**config.mk**
```make
export PLATFORM = sky130hd
export DESIGN_NAME = cpu_wb_rf
export DESIGN_NICKNAME = d
export VERILOG_FILES = /design/src/rtl/cpu_wb_rf.sv
export SDC_FILE = /design/constraint.sdc
export NUM_CORES = 1
export LEC_CHECK = 0
export BUFFER_PORTS_ARGS = -buffer_cell sky130_fd_sc_hd__buf_2
export CORE_ASPECT_RATIO = 1.25
export CORE_MARGIN = 5
export CORE_UTILIZATION = 55
export DETAILED_ROUTE_END_ITERATION = 7
export PLACE_DENSITY = 0.81
export SLEW_MARGIN = 15
export SYNTH_ARGS = -nofsm -noshare
export SYNTH_HDL_FRONTEND = slang
export SYNTH_SLANG_ARGS = --single-unit
```
**constraint.sdc**
```tcl
create_clock -name clk -period 2.7 [get_ports clk]
set_input_delay 0.27 -clock clk [delete_from_list [all_inputs] [get_ports clk]]
set_output_delay 0.27 -clock clk [all_outputs]
set_load 0.05 [all_outputs]
```
**src/rtl/cpu_wb_rf.sv**
```systemverilog
// Writeback stage with a 2-entry in-order commit buffer in front of a small register file.
// Reads forward from the youngest buffered write, so younger results are visible before they commit.
module cpu_wb_rf #(
    parameter int NREGS   = 4,
    parameter int XLEN    = 8,
    parameter int ZERO_R0 = 0,
    localparam int IDXW   = ($clog2(NREGS) < 1) ? 1 : $clog2(NREGS)
) (
    input  logic                  clk,
    input  logic                  rst,
    input  logic                  in_valid,
    output logic                  in_ready,
    input  logic                  in_we,
    input  logic [IDXW-1:0]       in_idx,
    input  logic [XLEN-1:0]       in_val,
    input  logic                  hold,
    input  logic                  flush,
    input  logic [IDXW-1:0]       rd_idx0,
    input  logic [IDXW-1:0]       rd_idx1,
    output logic [XLEN-1:0]       rd_val0,
    output logic [XLEN-1:0]       rd_val1,
    output logic [NREGS*XLEN-1:0] regs_out,
    output logic [1:0]            pending,
    output logic [31:0]           retired
);

    typedef enum logic [1:0] {EMPTY = 2'd0, ONE = 2'd1, FULL = 2'd2} occ_t;

    typedef struct packed {
        logic            we;
        logic [IDXW-1:0] idx;
        logic [XLEN-1:0] val;
    } ent_t;

    logic [NREGS-1:0][XLEN-1:0] regs_q, regs_d;
    ent_t [1:0]                 buf_q, buf_d;
    occ_t                       occ_q, occ_d;
    logic [31:0]                retired_q, retired_d;
    logic                       accept, commit;
    logic [1:0]                 cnt;

    // An index names a writable/readable register unless it is out of range or a hardwired r0.
    function automatic logic idx_ok(input logic [IDXW-1:0] idx);
        idx_ok = (32'(idx) < 32'(NREGS)) && !((ZERO_R0 != 0) && (idx == '0));
    endfunction

    assign in_ready = !rst && (occ_q != FULL);
    assign accept   = in_valid && in_ready;
    assign commit   = (occ_q != EMPTY) && !hold;

    always_comb begin
        regs_d    = regs_q;
        buf_d     = buf_q;
        occ_d     = occ_q;
        retired_d = retired_q;
        cnt       = occ_q;
        if (!flush) begin
            if (commit) begin
                if (buf_q[0].we && idx_ok(buf_q[0].idx))
                    regs_d[buf_q[0].idx] = buf_q[0].val;
                buf_d[0]  = buf_q[1];
                retired_d = retired_q + 32'd1;
                cnt       = cnt - 2'd1;
            end
            // Tail slot is computed after the pop so push+pop keeps occupancy and order.
            if (accept) begin
                buf_d[cnt[0]] = '{we: in_we, idx: in_idx, val: in_val};
                cnt           = cnt + 2'd1;
            end
            occ_d = occ_t'(cnt);
        end else begin
            occ_d = EMPTY;
        end
    end

    always_ff @(posedge clk) begin
        if (rst) begin
            regs_q    <= '0;
            buf_q     <= '0;
            occ_q     <= EMPTY;
            retired_q <= '0;
        end else begin
            regs_q    <= regs_d;
            buf_q     <= buf_d;
            occ_q     <= occ_d;
            retired_q <= retired_d;
        end
    end

    logic [1:0][IDXW-1:0] ridx;
    logic [1:0][XLEN-1:0] rval;

    assign ridx = {rd_idx1, rd_idx0};

    // Later matches override earlier ones, so slot 1 (youngest) wins over slot 0 over regs.
    always_comb begin
        for (int p = 0; p < 2; p++) begin
            rval[p] = '0;
            if (idx_ok(ridx[p])) begin
                rval[p] = regs_q[ridx[p]];
                if (occ_q != EMPTY && buf_q[0].we && buf_q[0].idx == ridx[p])
                    rval[p] = buf_q[0].val;
                if (occ_q == FULL && buf_q[1].we && buf_q[1].idx == ridx[p])
                    rval[p] = buf_q[1].val;
            end
        end
    end

    assign rd_val0  = rval[0];
    assign rd_val1  = rval[1];
    assign regs_out = regs_q;
    assign pending  = occ_q;
    assign retired  = retired_q;

endmodule
```
==> flow_summary.toml, run 1 <==
[run_status]
status = "finished clean"

[global_routing]
grt_pass1_vias = 4434
grt_antenna_before_repair = 0
grt_overflow = 0
grt_max_degree = 87
grt.total_usage = 0.248
grt_pass1_wl_mm = 21.3

[finish]
utilization = 0.673
area_growth_pct = 18.4
antenna_cells = 0
fin_nets = 631
drive_gt1_frac = 0.289
fillCellCount = 682

[floorplanning]
dieWidth_um = 92.8
pin_count = 103
initial_core_util = 0.569
rows = 37
die_y_um = 113
core_area_mm2 = 0.00829
die-area_mm2 = 0.0105

[logic_synthesis]
synth_ff_type = "dfxtp_1"
ys_warn_count = 0
synthArstFlopShare = 0
syn-cell-area_mm2 = 0.00471
synth_edf_count = 0
ys_seq_area_frac = 0.374
syn-num-nets = 535
synthDistinctLibCells = 47
synthCells = 512
synth-seq-cells = 88
syn_area_per_cell_um2 = 9.20

[timing]
final_hold_viol_count = 0
post-route-min-period_ns = 2.58
finalCritPeriodShare = 0.954
relSlewSlack = 0.413
final.setup.worst_slack_ns = 0.124
tightest_slew_ns = 0.881
clock.fmax_ghz = 0.388
hold-worst-slack_ns = 0.166
rsz0062_at_grt = "false"
skew_ns = 0.0171
setup_viol = 0
slew_viol_final = 0

[clock_network]
clkTransAtPathRegs_ns = 0.09
clock-sinks = 88
clock_latency_ns = 0.35
cts_hold_buf = 0
root_buffer = "clkbuf_8"
htreeDepth = 3
cts_resized = 0
clk_path_buf_depth = 2
cts_tree = "done"
cts_made_buffers = 9
cts_setup_buffers = 0

[setup_path]
path_common_cell = "buf_4"
crit_required_ns = 2.43
rr_startpoint = "pending[0]"
critPathMaxStageDelay_ns = 0.36
cpLargestDelayFamily = "buffers and inverters"
rr_endpoint = "retired[31]"
critical_path_arrival_ns = 2.31
critPathSlowestCell = "dfxtp_1"
cp_num_buf_inv = 4
cp_cell_sequence = "inv_1 -> ha_1 -> buf_4 -> nor2b_1 -> nand3_1 -> buf_4 -> mux2i_1 -> o21ai_1 -> buf_2"
critPathCaptureType = "output port"
path_depth = 9
reg2reg_depth = 6
r2r_setup_slack_ns = 0.28
worstSetupPathType = "flip-flop to output port"
startpoint_type = "flip-flop"
path_max_fanout = 13

[worst_hold_path]
hold_class = "input pin to flip-flop"
min_path_cells = 3
hold_start = "in_idx[1]"
min_delay_worst_endpoint = "buf_q[20]"

[drt]
first_pass_iters = 5
vias = 4379
wl_per_cell_um = 18.2
drt_iter0_drc = 310
wl_mm = 12.9
routed_via_density = 6.18
remaining_drc_errors = 0
ant_nets = 0

[place]
pre_cts_ws_ns = 0.290
port_buffers = 102
gp_congestion = 0.820
detailed_place_hpwl_mm = 9.24

[pwr]
ir_drop_uv = 346
cellPowerDensity_mw_per_mm2 = 467
leakage_nw = 2.46

[flow_run]
maxCapViolCount = 0
## power breakdown
group          switching, W  internal [W]
sequential        0.0000248       0.00131
clock              0.000469      0.000613
combinational      0.000117     0.0000699
total              0.000611       0.00199
## per-layer routing
metal	up-vias	track usage	routed length, um
met1	2094	0.309	5380
met4	0	0.0723	194
met3	18	0.0462	1060
met2	198	0.434	6290
li1	2069	-	-
met5	-	0	0
## worst max path at each step
stage,from,slack [ns],end
4_1_cts,pending[0],0.14,rd_val1[7]
3_5_place_dp,pending[0],0.29,retired[31]
5_1_grt,pending[0],0.0005,rd_val1[7]
6_report,pending[0],0.12,rd_val1[6]
2_1_floorplan,pending[0],-0.19,rd_val0[6]
3_3_place_gp,pending[0],0.40,retired[31]
## synthesized netlist by cell type (all sizes together), types with 2 or more instances
cell type / instances / share of area
a21oi: 21 / 0.022
and3: 13 / 0.018
and4: 4 / 0.0082
buf: 8 / 0.011
clkbuf: 24 / 0.025
dfxtp: 88 / 0.37
ha: 3 / 0.0080
inv: 7 / 0.0056
mux2: 4 / 0.0096
mux2i: 63 / 0.13
mux4: 16 / 0.076
nand2: 49 / 0.039
nand3: 15 / 0.016
nand4: 11 / 0.016
nand4b: 2 / 0.0037
nor2: 66 / 0.053
nor2b: 2 / 0.0027
nor3: 4 / 0.0053
nor4: 3 / 0.0040
nor4b: 3 / 0.0069
o21ai: 29 / 0.031
o22ai: 3 / 0.0040
o31ai: 12 / 0.019
o32ai: 8 / 0.015
o41ai: 3 / 0.0056
or3: 7 / 0.0093
or4: 13 / 0.022
or4b: 3 / 0.0064
xnor2: 8 / 0.015
xor2: 12 / 0.022
## per-stage QoR
stage	std cells	setup TNS, ns	power (W)	area [um2]
floorplan	512	-0.940	0.00149	4750
global placement	694	0	0.00154	5350
detailed placement	694	0	0.00155	5350
CTS	709	0	0.00262	5580
global route	709	0	0.00269	5580
finish	709	0	0.00260	5580
## placed cells by master (no fill, tap or decap), types with 4 or more instances in the layout
| cell type | n |
|---|---|
| o21ai_0 | 13 |
| a21oi_1 | 21 |
| o21ai_2 | 11 |
| nor2_1 | 66 |
| buf_4 | 16 |
| mux2i_1 | 63 |
| nand4_1 | 10 |
| or3_1 | 7 |
| or4_1 | 12 |
| o21ai_1 | 5 |
| buf_2 | 102 |
| nand2_1 | 49 |
| inv_1 | 7 |
| clkbuf_8 | 9 |
| nand3_1 | 15 |
| and3_1 | 12 |
| mux2_2 | 4 |
| dfxtp_1 | 88 |
| o31ai_1 | 12 |
| mux4_2 | 16 |
| xor2_1 | 12 |
| xnor2_1 | 8 |
| o32ai_1 | 8 |
## cell families (layout without fill, tap and decap cells)
kind of cell	count (synthesis)	in the layout	synth area share
fa+ha+maj	3	3	0.00797
flops	88	88	0.374
simple gates	200	200	0.218
mux	83	83	0.220
xor+xnor	20	20	0.0372
compound gates	78	78	0.0998
buf+inv	40	140	0.0436
## sequential cells by signal, summed over array words and instances (netlist names)
register,count
retired,32
regs_out,32
pending,2
buf_q,22
## final cells by class
class                   instances  area [um2]  share of cell area
well taps                      97         121              0.0218
clock inverters                 5         104              0.0186
clock buffers                  10         128              0.0229
repair buffers                118         631               0.113
inverters                       7        26.3             0.00471
flip-flops and latches         88        1760               0.316
multi-input cells             384        2810               0.503
## worst register-to-register path, delay by kind of cell, from the launching register on
kind,cells,cell delay [ns]
adders and majority gates,1,0.25
buffers and inverters,1,0.07
DFF,1,0.36
muxes,1,0.37
and+or+nand+nor,3,1.27
Power figures use the tool's default switching activity.
==> run 2: changes to the inputs <==
==> constraint.sdc (replaced) <==
create_clock -name clk -period 2.4 [get_ports clk]
set_input_delay 0.24 -clock clk [delete_from_list [all_inputs] [get_ports clk]]
set_output_delay 0.24 -clock clk [all_outputs]
set_load 0.05 [all_outputs]
==> run 2 against run 1 <==
Against the previous run: hold slack got worse by 0.022 ns; clock power is 8% lower; final area rose by 6.7%; via count grew 1.9%; setup slack got worse by 0.036 ns; utilization rose by 4.5 points; power up 4.3%; register-to-register slack hardly changed; combinational power up 20%; sequential power up 13%; critical path depth stayed put; clock skew fell by 0.0049 ns; largest power group unchanged.
==> flow_summary.toml, run 2 (same netlist as run 1, synthesis figures left out) <==
[floorplanning]
rows = 37
initial_core_util = 0.569
pin_count = 103
die_y_um = 113
die-area_mm2 = 0.0105
dieWidth_um = 92.8
core_area_mm2 = 0.00829

[setup_path]
critPathSlowestCell = "dfxtp_2"
reg2reg_depth = 8
rr_startpoint = "pending[0]"
critPathMaxStageDelay_ns = 0.35
r2r_setup_slack_ns = 0.29
path_max_fanout = 15
critical_path_arrival_ns = 2.07
path_common_cell = "buf_6"
worstSetupPathType = "flip-flop to output port"
startpoint_type = "flip-flop"
crit_required_ns = 2.16
cp_cell_sequence = "inv_1 -> ha_2 -> buf_6 -> nor2b_2 -> nand3_1 -> buf_6 -> mux2i_2 -> o21ai_4 -> buf_8"
rr_endpoint = "buf_q[21]"
critPathCaptureType = "output port"

[timing]
relSlewSlack = 0.532
post-route-min-period_ns = 2.31
finalCritPeriodShare = 0.963
clock.fmax_ghz = 0.433
final_hold_viol_count = 0
slew_viol_final = 0
setup_viol = 0
tightest_slew_ns = 0.702
skew_ns = 0.0121

[drt]
drt_iter0_drc = 282
vias = 4461
first_pass_iters = 5
wl_mm = 13.2
ant_nets = 0
wl_per_cell_um = 18.2
routed_via_density = 6.16
remaining_drc_errors = 0

[finish]
antenna_cells = 0
drive_gt1_frac = 0.337
utilization = 0.718
final_area_mm2 = 0.00595
area_growth_pct = 26.3
final_common_cell = "buf_2"
final_cell_mix = "buf_2 (86), dfxtp_1 (82), nor2_1 (66), mux2i_1 (57), nand2_1 (49)"
fin_nets = 645

[pwr]
ir_drop_uv = 285
leakage_nw = 2.52
cellPowerDensity_mw_per_mm2 = 456

[global_routing]
grt_overflow = 0
grt_max_degree = 70
grt.total_usage = 0.251
grt_pass1_wl_mm = 21.2
grt_pass1_vias = 4393
grt_antenna_before_repair = 0

[clock_network]
clock-sinks = 88
cts_tree = "done"
htreeDepth = 3
clkTransAtPathRegs_ns = 0.09
clk_path_buf_depth = 2
clock_latency_ns = 0.36
cts_made_buffers = 9
root_buffer = "clkbuf_8"

[worst_hold_path]
min_delay_worst_endpoint = "buf_q[11]"
hold_start = "in_val[0]"
min_path_cells = 3
hold_class = "input pin to flip-flop"

[place]
gp_congestion = 0.834
dpl_cell_area_mm2 = 0.00561
detailed_place_hpwl_mm = 9.38
port_buffers = 102

[flow_run]
maxCapViolCount = 0

[run_status]
status = "finished clean"
run 2: cell types whose count changed in the layout (fill, tap and decap cells not counted), moves of 3 or more:
cell | before | now
buf_4 | 16 | 30
o21ai_1 | 5 | 0
buf_6 | 0 | 13
clkbuf_8 | 9 | 12
bufinv_16 | 3 | 0
mux2i_2 | 0 | 6
mux2i_1 | 63 | 57
o21ai_4 | 0 | 16
dfxtp_1 | 88 | 82
dfxtp_2 | 0 | 6
buf_2 | 102 | 86
o21ai_2 | 11 | 0
run 2: layer usage:
metal  vias to the layer above  global-route usage  routed length [um]
met5                         -                   0                   0
met4                         0              0.0978                 229
met3                        25              0.0594                 984
met2                       165               0.440                6770
met1                      2176               0.294                5220
li1                       2095                   -                   -
run 2: final cells by class:
class / instances / area [um2]
Multi-Input combinational cell: 384 / 2990
Fill cell: 618 / 2330
Sequential cell: 88 / 1770
Timing Repair Buffer: 132 / 857
Clock buffer: 14 / 173
Tap cell: 97 / 121
Inverter: 7 / 26.3
Clock inverter: 2 / 12.5
run 2: worst max path at each step:
stage | startpoint | depth (start not counted) | end
finish | pending[0] | 9 | rd_val0[2]
global placement | pending[0] | 6 | retired[31]
detailed placement | pending[0] | 6 | retired[31]
floorplan | pending[0] | 6 | retired[31]
CTS | pending[0] | 9 | rd_val1[3]
global route | pending[0] | 9 | rd_val0[2]
run 2: report_power, final:
part / total [W] / internal, W / switching [W]
clock: 0.000990 / 0.000462 / 0.000528
combinational: 0.000224 / 0.0000867 / 0.000137
sequential: 0.00150 / 0.00147 / 0.0000282
run 2: metrics by stage:
stage	hold slack, ns	power, W	setup TNS (ns)	worst slack [ns]	cells
after floorplan	0.387	0.00168	0	0.00105	512
after global placement	0.479	0.00174	0	0.254	706
after detailed placement	0.492	0.00175	0	0.157	706
after CTS	0.126	0.00271	-0.0391	-0.0238	723
after global routing	0.141	0.00281	-0.0337	-0.0337	724
final	0.145	0.00272	0	0.0881	724
run 2: what timing repair did:
action / in CTS / in global routing
buffers inserted: 1 / 1
pin swaps: 1 / 1
endpoints found under the setup margin: 16 / 18
gates resized for setup: 18 / 22
hold buffers: 0 / 0
run 2: worst max-delay path, delay by kind of cell (launching register included):
family,cells,cell delay [ns]
AO/OA/AOI/OAI,1,0.19
adder cells (fa/ha/maj),1,0.19
buffers and inverters,4,0.56
flip-flops,1,0.35
multiplexers,1,0.17
AND/OR/NAND/NOR,2,0.25
